File: src/rtl/instruction_fetch_queue_if.sv
// Fetch-stage bus bundle: program-memory read port plus the decode valid/ready handshake.
// master = fetch stage, slave = memory/decode side.
interface instruction_fetch_queue_if #(
    parameter int unsigned NB_ADDR = 32,
    parameter int unsigned NB_DATA = 32
);
    logic [NB_ADDR-1:0] o_mem_addr;
    logic               o_mem_rd_en;
    logic [NB_DATA-1:0] i_mem_data;
    logic [NB_DATA-1:0] o_inst;
    logic [NB_ADDR-1:0] o_inst_pc_next;
    logic               o_inst_valid;
    logic               i_inst_ready;

    modport master (
        output o_mem_addr, o_mem_rd_en, o_inst, o_inst_pc_next, o_inst_valid,
        input  i_mem_data, i_inst_ready
    );

    modport slave (
        input  o_mem_addr, o_mem_rd_en, o_inst, o_inst_pc_next, o_inst_valid,
        output i_mem_data, i_inst_ready
    );
endinterface

File: src/rtl/instruction_fetch_queue.sv
// Decoupled fetch: issues 1-cycle-latency memory reads into a PC-tagged FIFO, read issued at N is valid at N+2.
// Backpressure: reads only issue while queue level + in-flight read leaves a free slot; decode stalls via i_inst_ready.
module instruction_fetch_queue #(
    parameter int unsigned         NB_ADDR     = 32,
    parameter int unsigned         NB_DATA     = 32,
    parameter int unsigned         PC_STEP     = 4,
    parameter logic [NB_ADDR-1:0]  RESET_PC    = '0,
    parameter int unsigned         QUEUE_DEPTH = 4,
    parameter int unsigned         NB_QLVL     = 3,
    parameter logic [NB_DATA-1:0]  HALT_WORD   = '0
) (
    input  logic                   i_clock,
    input  logic                   i_reset,
    input  logic                   i_enable,
    input  logic                   i_redirect,
    input  logic [NB_ADDR-1:0]     i_redirect_addr,
    output logic                   o_halted,
    output logic [NB_QLVL-1:0]     o_queue_level,
    instruction_fetch_queue_if.master bus
);
    localparam int unsigned        NB_PTR = NB_QLVL - 1;
    localparam logic [NB_ADDR-1:0] STEP   = NB_ADDR'(PC_STEP);

    typedef enum logic {ST_FETCH = 1'b0, ST_HALTED = 1'b1} state_t;

    state_t               state_q, state_d;
    logic [NB_ADDR-1:0]   pc_q, pc_d;
    logic [NB_ADDR-1:0]   tag_q, tag_d;
    logic                 inflight_q, inflight_d;
    logic [NB_QLVL-1:0]   wr_ptr_q, wr_ptr_d;
    logic [NB_QLVL-1:0]   rd_ptr_q, rd_ptr_d;
    logic [NB_DATA-1:0]   last_inst_q, last_inst_d;
    logic [NB_ADDR-1:0]   last_pcn_q, last_pcn_d;
    logic [NB_DATA-1:0]   q_inst_q [QUEUE_DEPTH];
    logic [NB_ADDR-1:0]   q_pcn_q  [QUEUE_DEPTH];

    logic [NB_QLVL-1:0]   level;
    logic [NB_PTR-1:0]    wr_idx, rd_idx;
    logic                 q_empty, credit_ok, issue, enq, deq, halt_hit, inst_vld;

    assign level     = wr_ptr_q - rd_ptr_q;
    assign q_empty   = (level == '0);
    assign wr_idx    = wr_ptr_q[NB_PTR-1:0];
    assign rd_idx    = rd_ptr_q[NB_PTR-1:0];
    // Credit counts the outstanding read but not a same-cycle dequeue.
    assign credit_ok = (({1'b0, level} + (NB_QLVL+1)'(inflight_q)) < (NB_QLVL+1)'(QUEUE_DEPTH));
    assign issue     = (state_q == ST_FETCH) && i_enable && !i_redirect && credit_ok;
    assign enq       = inflight_q && !i_redirect && (state_q == ST_FETCH);
    assign halt_hit  = enq && (bus.i_mem_data == HALT_WORD);
    assign inst_vld  = !q_empty && !i_redirect;
    assign deq       = inst_vld && bus.i_inst_ready;

    always_comb begin
        state_d     = state_q;
        pc_d        = pc_q;
        tag_d       = tag_q;
        inflight_d  = issue;
        wr_ptr_d    = wr_ptr_q;
        rd_ptr_d    = rd_ptr_q;
        last_inst_d = last_inst_q;
        last_pcn_d  = last_pcn_q;
        if (i_redirect) begin
            rd_ptr_d = wr_ptr_q;
            pc_d     = i_redirect_addr;
            state_d  = ST_FETCH;
        end else begin
            // On a halt hit the PC stays just past the halt word even if a read issues now.
            if (issue) begin
                tag_d = pc_q;
                if (!halt_hit) pc_d = pc_q + STEP;
            end
            if (enq) wr_ptr_d = wr_ptr_q + NB_QLVL'(1);
            if (deq) begin
                rd_ptr_d    = rd_ptr_q + NB_QLVL'(1);
                last_inst_d = q_inst_q[rd_idx];
                last_pcn_d  = q_pcn_q[rd_idx];
            end
            if (halt_hit) state_d = ST_HALTED;
        end
    end

    always_ff @(posedge i_clock) begin
        if (!i_reset) begin
            state_q     <= ST_FETCH;
            pc_q        <= RESET_PC;
            tag_q       <= '0;
            inflight_q  <= 1'b0;
            wr_ptr_q    <= '0;
            rd_ptr_q    <= '0;
            last_inst_q <= '0;
            last_pcn_q  <= '0;
        end else begin
            state_q     <= state_d;
            pc_q        <= pc_d;
            tag_q       <= tag_d;
            inflight_q  <= inflight_d;
            wr_ptr_q    <= wr_ptr_d;
            rd_ptr_q    <= rd_ptr_d;
            last_inst_q <= last_inst_d;
            last_pcn_q  <= last_pcn_d;
        end
    end

    always_ff @(posedge i_clock) begin
        if (enq) begin
            q_inst_q[wr_idx] <= bus.i_mem_data;
            q_pcn_q[wr_idx]  <= tag_q + STEP;
        end
    end

    assign bus.o_mem_addr     = pc_q;
    assign bus.o_mem_rd_en    = issue;
    assign bus.o_inst_valid   = inst_vld;
    assign bus.o_inst         = q_empty ? last_inst_q : q_inst_q[rd_idx];
    assign bus.o_inst_pc_next = q_empty ? last_pcn_q  : q_pcn_q[rd_idx];
    assign o_halted           = (state_q == ST_HALTED);
    assign o_queue_level      = level;
endmodule

File: src/flat_wrapper.sv
// flat-port wrapper written by rule: the top's interface ports become plain ports
module instruction_fetch_queue_flat 
#(
    parameter int unsigned         NB_ADDR     = 32,
    parameter int unsigned         NB_DATA     = 32,
    parameter int unsigned         PC_STEP     = 4,
    parameter logic [NB_ADDR-1:0]  RESET_PC    = '0,
    parameter int unsigned         QUEUE_DEPTH = 4,
    parameter int unsigned         NB_QLVL     = 3,
    parameter logic [NB_DATA-1:0]  HALT_WORD   = '0
)
  (i_clock, i_reset, i_enable, i_redirect, i_redirect_addr, o_halted, o_queue_level, bus_o_mem_addr, bus_o_mem_rd_en, bus_o_inst, bus_o_inst_pc_next, bus_o_inst_valid, bus_i_mem_data, bus_i_inst_ready);
  instruction_fetch_queue_if #(.NB_ADDR(NB_ADDR), .NB_DATA(NB_DATA)) bus_i ();
  input  logic i_clock;
  input  logic i_reset;
  input  logic i_enable;
  input  logic i_redirect;
  input  logic [NB_ADDR-1:0] i_redirect_addr;
  output logic o_halted;
  output logic [NB_QLVL-1:0] o_queue_level;
  output wire logic [$bits(bus_i.o_mem_addr)-1:0] bus_o_mem_addr;
  output wire logic [$bits(bus_i.o_mem_rd_en)-1:0] bus_o_mem_rd_en;
  output wire logic [$bits(bus_i.o_inst)-1:0] bus_o_inst;
  output wire logic [$bits(bus_i.o_inst_pc_next)-1:0] bus_o_inst_pc_next;
  output wire logic [$bits(bus_i.o_inst_valid)-1:0] bus_o_inst_valid;
  input wire logic [$bits(bus_i.i_mem_data)-1:0] bus_i_mem_data;
  input wire logic [$bits(bus_i.i_inst_ready)-1:0] bus_i_inst_ready;
  assign bus_o_mem_addr = bus_i.o_mem_addr;
  assign bus_o_mem_rd_en = bus_i.o_mem_rd_en;
  assign bus_o_inst = bus_i.o_inst;
  assign bus_o_inst_pc_next = bus_i.o_inst_pc_next;
  assign bus_o_inst_valid = bus_i.o_inst_valid;
  assign bus_i.i_mem_data = bus_i_mem_data;
  assign bus_i.i_inst_ready = bus_i_inst_ready;
  instruction_fetch_queue #(.NB_ADDR(NB_ADDR), .NB_DATA(NB_DATA), .PC_STEP(PC_STEP), .RESET_PC(RESET_PC), .QUEUE_DEPTH(QUEUE_DEPTH), .NB_QLVL(NB_QLVL), .HALT_WORD(HALT_WORD)) u_core (.i_clock(i_clock), .i_reset(i_reset), .i_enable(i_enable), .i_redirect(i_redirect), .i_redirect_addr(i_redirect_addr), .o_halted(o_halted), .o_queue_level(o_queue_level), .bus(bus_i));
endmodule
File: config.mk
export PLATFORM = sky130hd
export DESIGN_NAME = instruction_fetch_queue_flat
export DESIGN_NICKNAME = d
export VERILOG_FILES = /design/src/rtl/instruction_fetch_queue_if.sv /design/src/rtl/instruction_fetch_queue.sv /design/src/flat_wrapper.sv
export SDC_FILE = /design/constraint.sdc
export NUM_CORES = 1
export LEC_CHECK = 0
export ABC_AREA = 1
export ABC_CLOCK_PERIOD_IN_PS = 7800
export BUFFER_PORTS_ARGS = -buffer_cell sky130_fd_sc_hd__buf_2
export CELL_PAD_IN_SITES_DETAIL_PLACEMENT = 0
export CELL_PAD_IN_SITES_GLOBAL_PLACEMENT = 2
export CORE_MARGIN = 2
export CORE_UTILIZATION = 41
export CTS_BUF_LIST = sky130_fd_sc_hd__clkbuf_16
export CTS_CLUSTER_SIZE = 8
export DETAILED_ROUTE_END_ITERATION = 6
export PLACE_DENSITY_LB_ADDON = 0.25
export SYNTH_ARGS = -nofsm -noshare
export SYNTH_HDL_FRONTEND = slang
export SYNTH_SLANG_ARGS = --single-unit
export TNS_END_PERCENT = 1
File: constraint.sdc
create_clock -name i_clock -period 7.8 [get_ports i_clock]
set_input_delay 0.78 -clock i_clock [delete_from_list [all_inputs] [get_ports i_clock]]
set_output_delay 0.78 -clock i_clock [all_outputs]
set_load 0.02 [all_outputs]
; ---- Word level (Yosys, flattened, before mapping)
; Memories as Yosys holds them, arrays and structs flattened. A register that Yosys moved wholly into a read port is not among the register bits.
; Index checks and enable logic that the tools add are counted.
[totals]
ff_bits = 136
ramBits = 256
in_bits = 69
output_inout_bits = 102
wordCells = 53
memories = 2
[memory_table]
columns = name, words, width, rd, rd_clocked_by_memory_dff, wr, line_no
row1 = u_core.q_inst_q, 4, 32, 1, 1, 1, instruction_fetch_queue.sv:34  ; logic [NB_DATA-1:0] q_inst_q [QUEUE_DEPTH];
row2 = u_core.q_pcn_q, 4, 32, 1, 1, 1, instruction_fetch_queue.sv:35  ; logic [NB_ADDR-1:0] q_pcn_q [QUEUE_DEPTH];
[classes]
add_sub_neg = 6
magnitude_cmp = 1
eq_ne = 1
muxes = 13
bitwise = 3
reduce_logical = 19
[op_table]
columns = operator, count
row1 = $mux 32, 5
row2 = $add 32x3->32 const B, 2
row3 = $logic_not 32->1, 1
row4 = $logic_and 1x1->1, 8
row5 = $mux 2, 4
row6 = $reduce_and 2->1, 4
row7 = $add 3x1->3 const B, 2
row8 = $mux 3, 2
row9 = $add 3x1->4, 1
row10 = $lt 4x3->1 const B, 1
row11 = $reduce_bool 2->1, 2
row12 = $logic_not 3->1, 1
row13 = $not 1->1, 3
row14 = $sub 3x3->3, 1
row15 = $logic_not 1->1, 2
row16 = $mux 1, 2
row17 = $ne 2x2->1 const B, 1
row18 = $reduce_or 2->1, 1

; ---- Depth between registers and ports, before layout
[logic_depth]
word_depth = 9
mapped_depth = 15
ltp_nobuf = 14

; ---- Least setup slack after synthesis
; No wires, ideal clock.
[synth_timing]
path_kind = input -> register
startpoint = in i_redirect
endpoint = reg u_core.wr_ptr_q[2]
setup_time_ns = 0.089
arrival_ns = 4.227
required_ns = 7.711
slack_ns = 3.484
path_stages = 6
n_path_buf = 1
cell_sequence = buf_6 > nor2_8 > nand2_4 > nor2_1 > o21ai_0 > a21oi_1
[synth_via]
elab_chain_len = 4
elab_cells_between_ends = 5
classes_between = bitwise: 1 / reduce/logical: 4
[synth_lines]
columns = item, line_no
row1 = from (decl), flat_wrapper.sv:17  ; input logic i_redirect;
row2 = $logic_not 1->1, instruction_fetch_queue.sv:48  ; assign enq = inflight_q && !i_redirect && (state_q == ST_FETCH);
row3 = $logic_and 1x1->1 (2 in series), instruction_fetch_queue.sv:48
row4 = $reduce_and 2->1 (no source line) *, n/a
row5 = to (signal assigned), instruction_fetch_queue.sv:97  ; wr_ptr_q <= wr_ptr_d;
row6 = to (decl), instruction_fetch_queue.sv:30  ; logic [NB_QLVL-1:0] wr_ptr_q, wr_ptr_d;
; Mark *: on every way between the ends. The rest lies on a longest branch, timed or not.
; A chain may end at the register's enable or synchronous reset.

; ---- Worst setup path after layout
[layout_timing]
startpoint = reg u_core.wr_ptr_q[0]
endpoint = out bus_o_inst_pc_next[25]
[layout_via]
elab_chain_len = 3
[layout_lines]
columns = item, line_no
row1 = $sub 3x3->3, instruction_fetch_queue.sv:41  ; assign level = wr_ptr_q - rd_ptr_q;
row2 = $logic_not 3->1, instruction_fetch_queue.sv:42  ; assign q_empty = (level == '0);
row3 = $mux 32, instruction_fetch_queue.sv:115  ; assign bus.o_inst_pc_next = q_empty ? last_pcn_q : q_pcn_q[rd_idx];
row4 = to (decl), flat_wrapper.sv:24  ; output wire logic [$bits(bus_i.o_inst_pc_next)-1:0] bus_o_inst_pc_next;
; No other way between the ends.

==> run metrics <==
P_int=3.82 mW; starting density of the core=41.7%; synthesis-stage register bit count=394; Die Span Y=211 um; total number of vias=between 10000 and 15000; number of max-cap violations=0; CTS Hold Buffers Added=0; Synth async-reset ratio=0%; Post-Synth Simple-Gate Area=16.3%; Critical Path AT=about 3.5 ns; Hold Path Class=input port to flip-flop; Crit-path slowest cell=buf_4; syn nets=about 1900; initial antenna violation count=0; R2R Setup Slk=a little over 4 ns; element type at the critical path start=flip-flop; synthesized area per cell=approximately 9.8 um^2; grt ovf=0; post-synthesis cell count=approximately 1800; Synth top area share=43.8%; 1st-iter DRT viols=a little under 900; layout cell share with drive strength beyond 1=around a fifth; most common cell after layout, fill and taps aside=nor2_1; status=complete, no violations; global router's overall resource usage=between 20% and 30%; Main synth FF type=edfxtp_1; Wirelength per Cell=approximately 18 um; sw frac=between 20% and 30%; crit-path max FO=102; Setup crit end kind=output port; Leak Pwr=7.49 nW; die area=~44000 um^2; first-pass GRT wire length=about 70000 um; power per cell area=256 nW/um^2; Worst-Margin Slew=1.10 ns; CTS tree=yes; vias in the first global route=around 12000; Root Buffer=clkbuf_16; Post-DP Area=roughly 19000 um^2; Row Count=75; Buffers on Ports=170; Synth Area in XOR/XNOR=under 10%; latest clock arrival within the worst-skew pair=around 0.6 ns; Num Clock Sinks=394; final setup violation count=0; design area=slightly above 20000 um^2; WS Path Type=flip-flop to output port; Finished Layout Cells=about 2500; DRC viols=0; RSZ-0062 raised after global routing=no; # IOs=171; combinational share of power=between 10% and 20%; average vias per placed instance=about 5.1; H-Tree Depth=2; largest net degree at the start of global routing=around 110; critical path data required time=between 7 and 8 ns; post-synthesis adder-cell area fraction=less than 1%; P&R area growth vs syn=15.9%; clock network fraction of total power=42.3%; Post-DP HPWL=about 29000 um; setup TNS=0 ns; main combinational cell family by area after synthesis=simple AND/OR/NAND/NOR gates; post-synthesis sequential area ratio=59.6%; CP cell instances=inv_1 > ha_1 > fa_1 > inv_1 > nand2_1 > nand3_1 > nand2_2 > nand2_4 > buf_4 > nand2_1 > o21ai_0 > buf_2; delay of the slowest cell on the worst path=0.68 ns; Yosys warning count=0; crit share post-route=between 50% and 60%; Post-CTS Setup Bufs=0; P_sw=between 1 and 1.5 mW; Post-synth EDFFs=between 200 and 300; Slew Viols, Final=0; Clock Path Buffers=3; final setup margin=approximately 3.5 ns; CTS clk-pin slew, worst paths=around 0.050 ns; Synth Area in Compound Gates=between 10% and 20%; Post-DRT Antenna Nets=0; DRT Pass-1 Iters=5; Final Hold Fails=0; Achievable Freq=roughly 230 MHz; Total Power=~5.2 mW; min Tclk post-route=around 4.3 ns; Layout Nets=around 2000; Max VDD drop=roughly 0.14 mV; Placed Cells=approximately 2400; count of different cell masters after synthesis=43; CORE AREA=between 40000 and 50000 um^2; CTS buffer count=55; # diodes=0; Rel. slew slack=about a quarter; gp weighted congestion=a little over 0.8; die width=~210 um; Mapped Area=~18000 um^2; Synth area leader=edfxtp_1; largest cells by area after synthesis=edfxtp_1 (44%), dfxtp_1 (16%), o21ai_0 (7.0%), nor2_1 (6.6%), nand2_1 (5.2%); most frequent cells in the layout=nor2_1 (305), edfxtp_1 (256), o21ai_0 (247); total wire length=45000 um; pre-CTS WS=4.12 ns; Seq pwr share=45.2%; mux share of post-synthesis cell area=0%; clock skew=0.0162 ns; post-CTS sizing=0
## logic make-up (layout without fill, tap and decap cells)
family / Yosys count / after routing
AOI/OAI and AO/OA: 440 / 440
xor gates and xnor gates: 34 / 34
adders and majority gates: 9 / 9
buffers and inverters: 236 / 416
DFF: 394 / 394
and+or+nand+nor: 684 / 684
## final cells by class
cell class	count	area, um^2
fillers	3957	21700
flip-flops and latches	394	10500
multi-input cells	1167	6110
clock buffers	57	1430
repair buffers	185	963
well taps	539	674
inverters	131	495
clock inverters	43	204
## power groups by stage
stage / clock [mW] / sequential (mW) / combinational [mW]
finish: 2.20 / 2.35 / 0.649
global route: 2.35 / 2.35 / 0.724
CTS: 2.25 / 2.35 / 0.661
detailed placement: 0 / 2.39 / 0.659
global placement: 0 / 2.39 / 0.649
floorplan: 0 / 2.38 / 0.451
## flip-flops by register name, summed over array words and instances, names as in the netlist, named ones only
register and cells:
u_core.q_inst_q 128, u_core.q_pcn_q 128, u_core.bus.o_mem_addr 32, u_core.last_inst_q 32
u_core.last_pcn_q 32, u_core.tag_q 32, u_core.rd_ptr_q 3, u_core.wr_ptr_q 3
u_core.inflight_q 1, u_core.o_halted 1
## cell usage after synthesis, drive strengths merged (10+ instances only)
cell type and n:
a211oi 64, a21oi 56, buf 53, clkbuf 52
dfxtp 138, edfxtp 256, inv 130, nand2 261
nand3 66, nor2 319, nor3 10, o21ai 252
o22ai 64, or2 16, xnor2 13, xor2 21
## layer usage
metal | GRT usage, % | wire, um
met1 | 26.9 | 20200
met2 | 34.9 | 21900
met3 | 3.05 | 2010
met4 | 6.00 | 849
met5 | 0 | 0
## through the flow
step / hold WS [ns] / util (%)
4_1_cts: 0.378 / 48.3
2_1_floorplan: 0.435 / -
5_1_grt: 0.404 / 48.3
3_5_place_dp: 0.454 / 44.5
6_report: 0.414 / 48.3
3_3_place_gp: 0.448 / 44.5
## path summary, 6_finish.rpt
path,start,end,depth (start not counted)
setup / recovery,u_core.wr_ptr_q[0],bus_o_inst_pc_next[25],12
hold / removal,i_redirect_addr[1],u_core.bus.o_mem_addr[1],3
setup reg to reg,u_core.wr_ptr_q[0],flip-flop,12
hold reg to reg,u_core.last_inst_q[12],u_core.last_inst_q[12],2
## worst max-delay path, delay by kind of cell, from the launching register on
family | cells | cell delay [ns]
buffers and inverters | 4 | 1.07
and+or+nand+nor | 5 | 0.63
adders and majority gates | 2 | 0.61
DFF | 1 | 0.39
AOI/OAI and AO/OA | 1 | 0.12
Power figures use the tool's default switching activity.
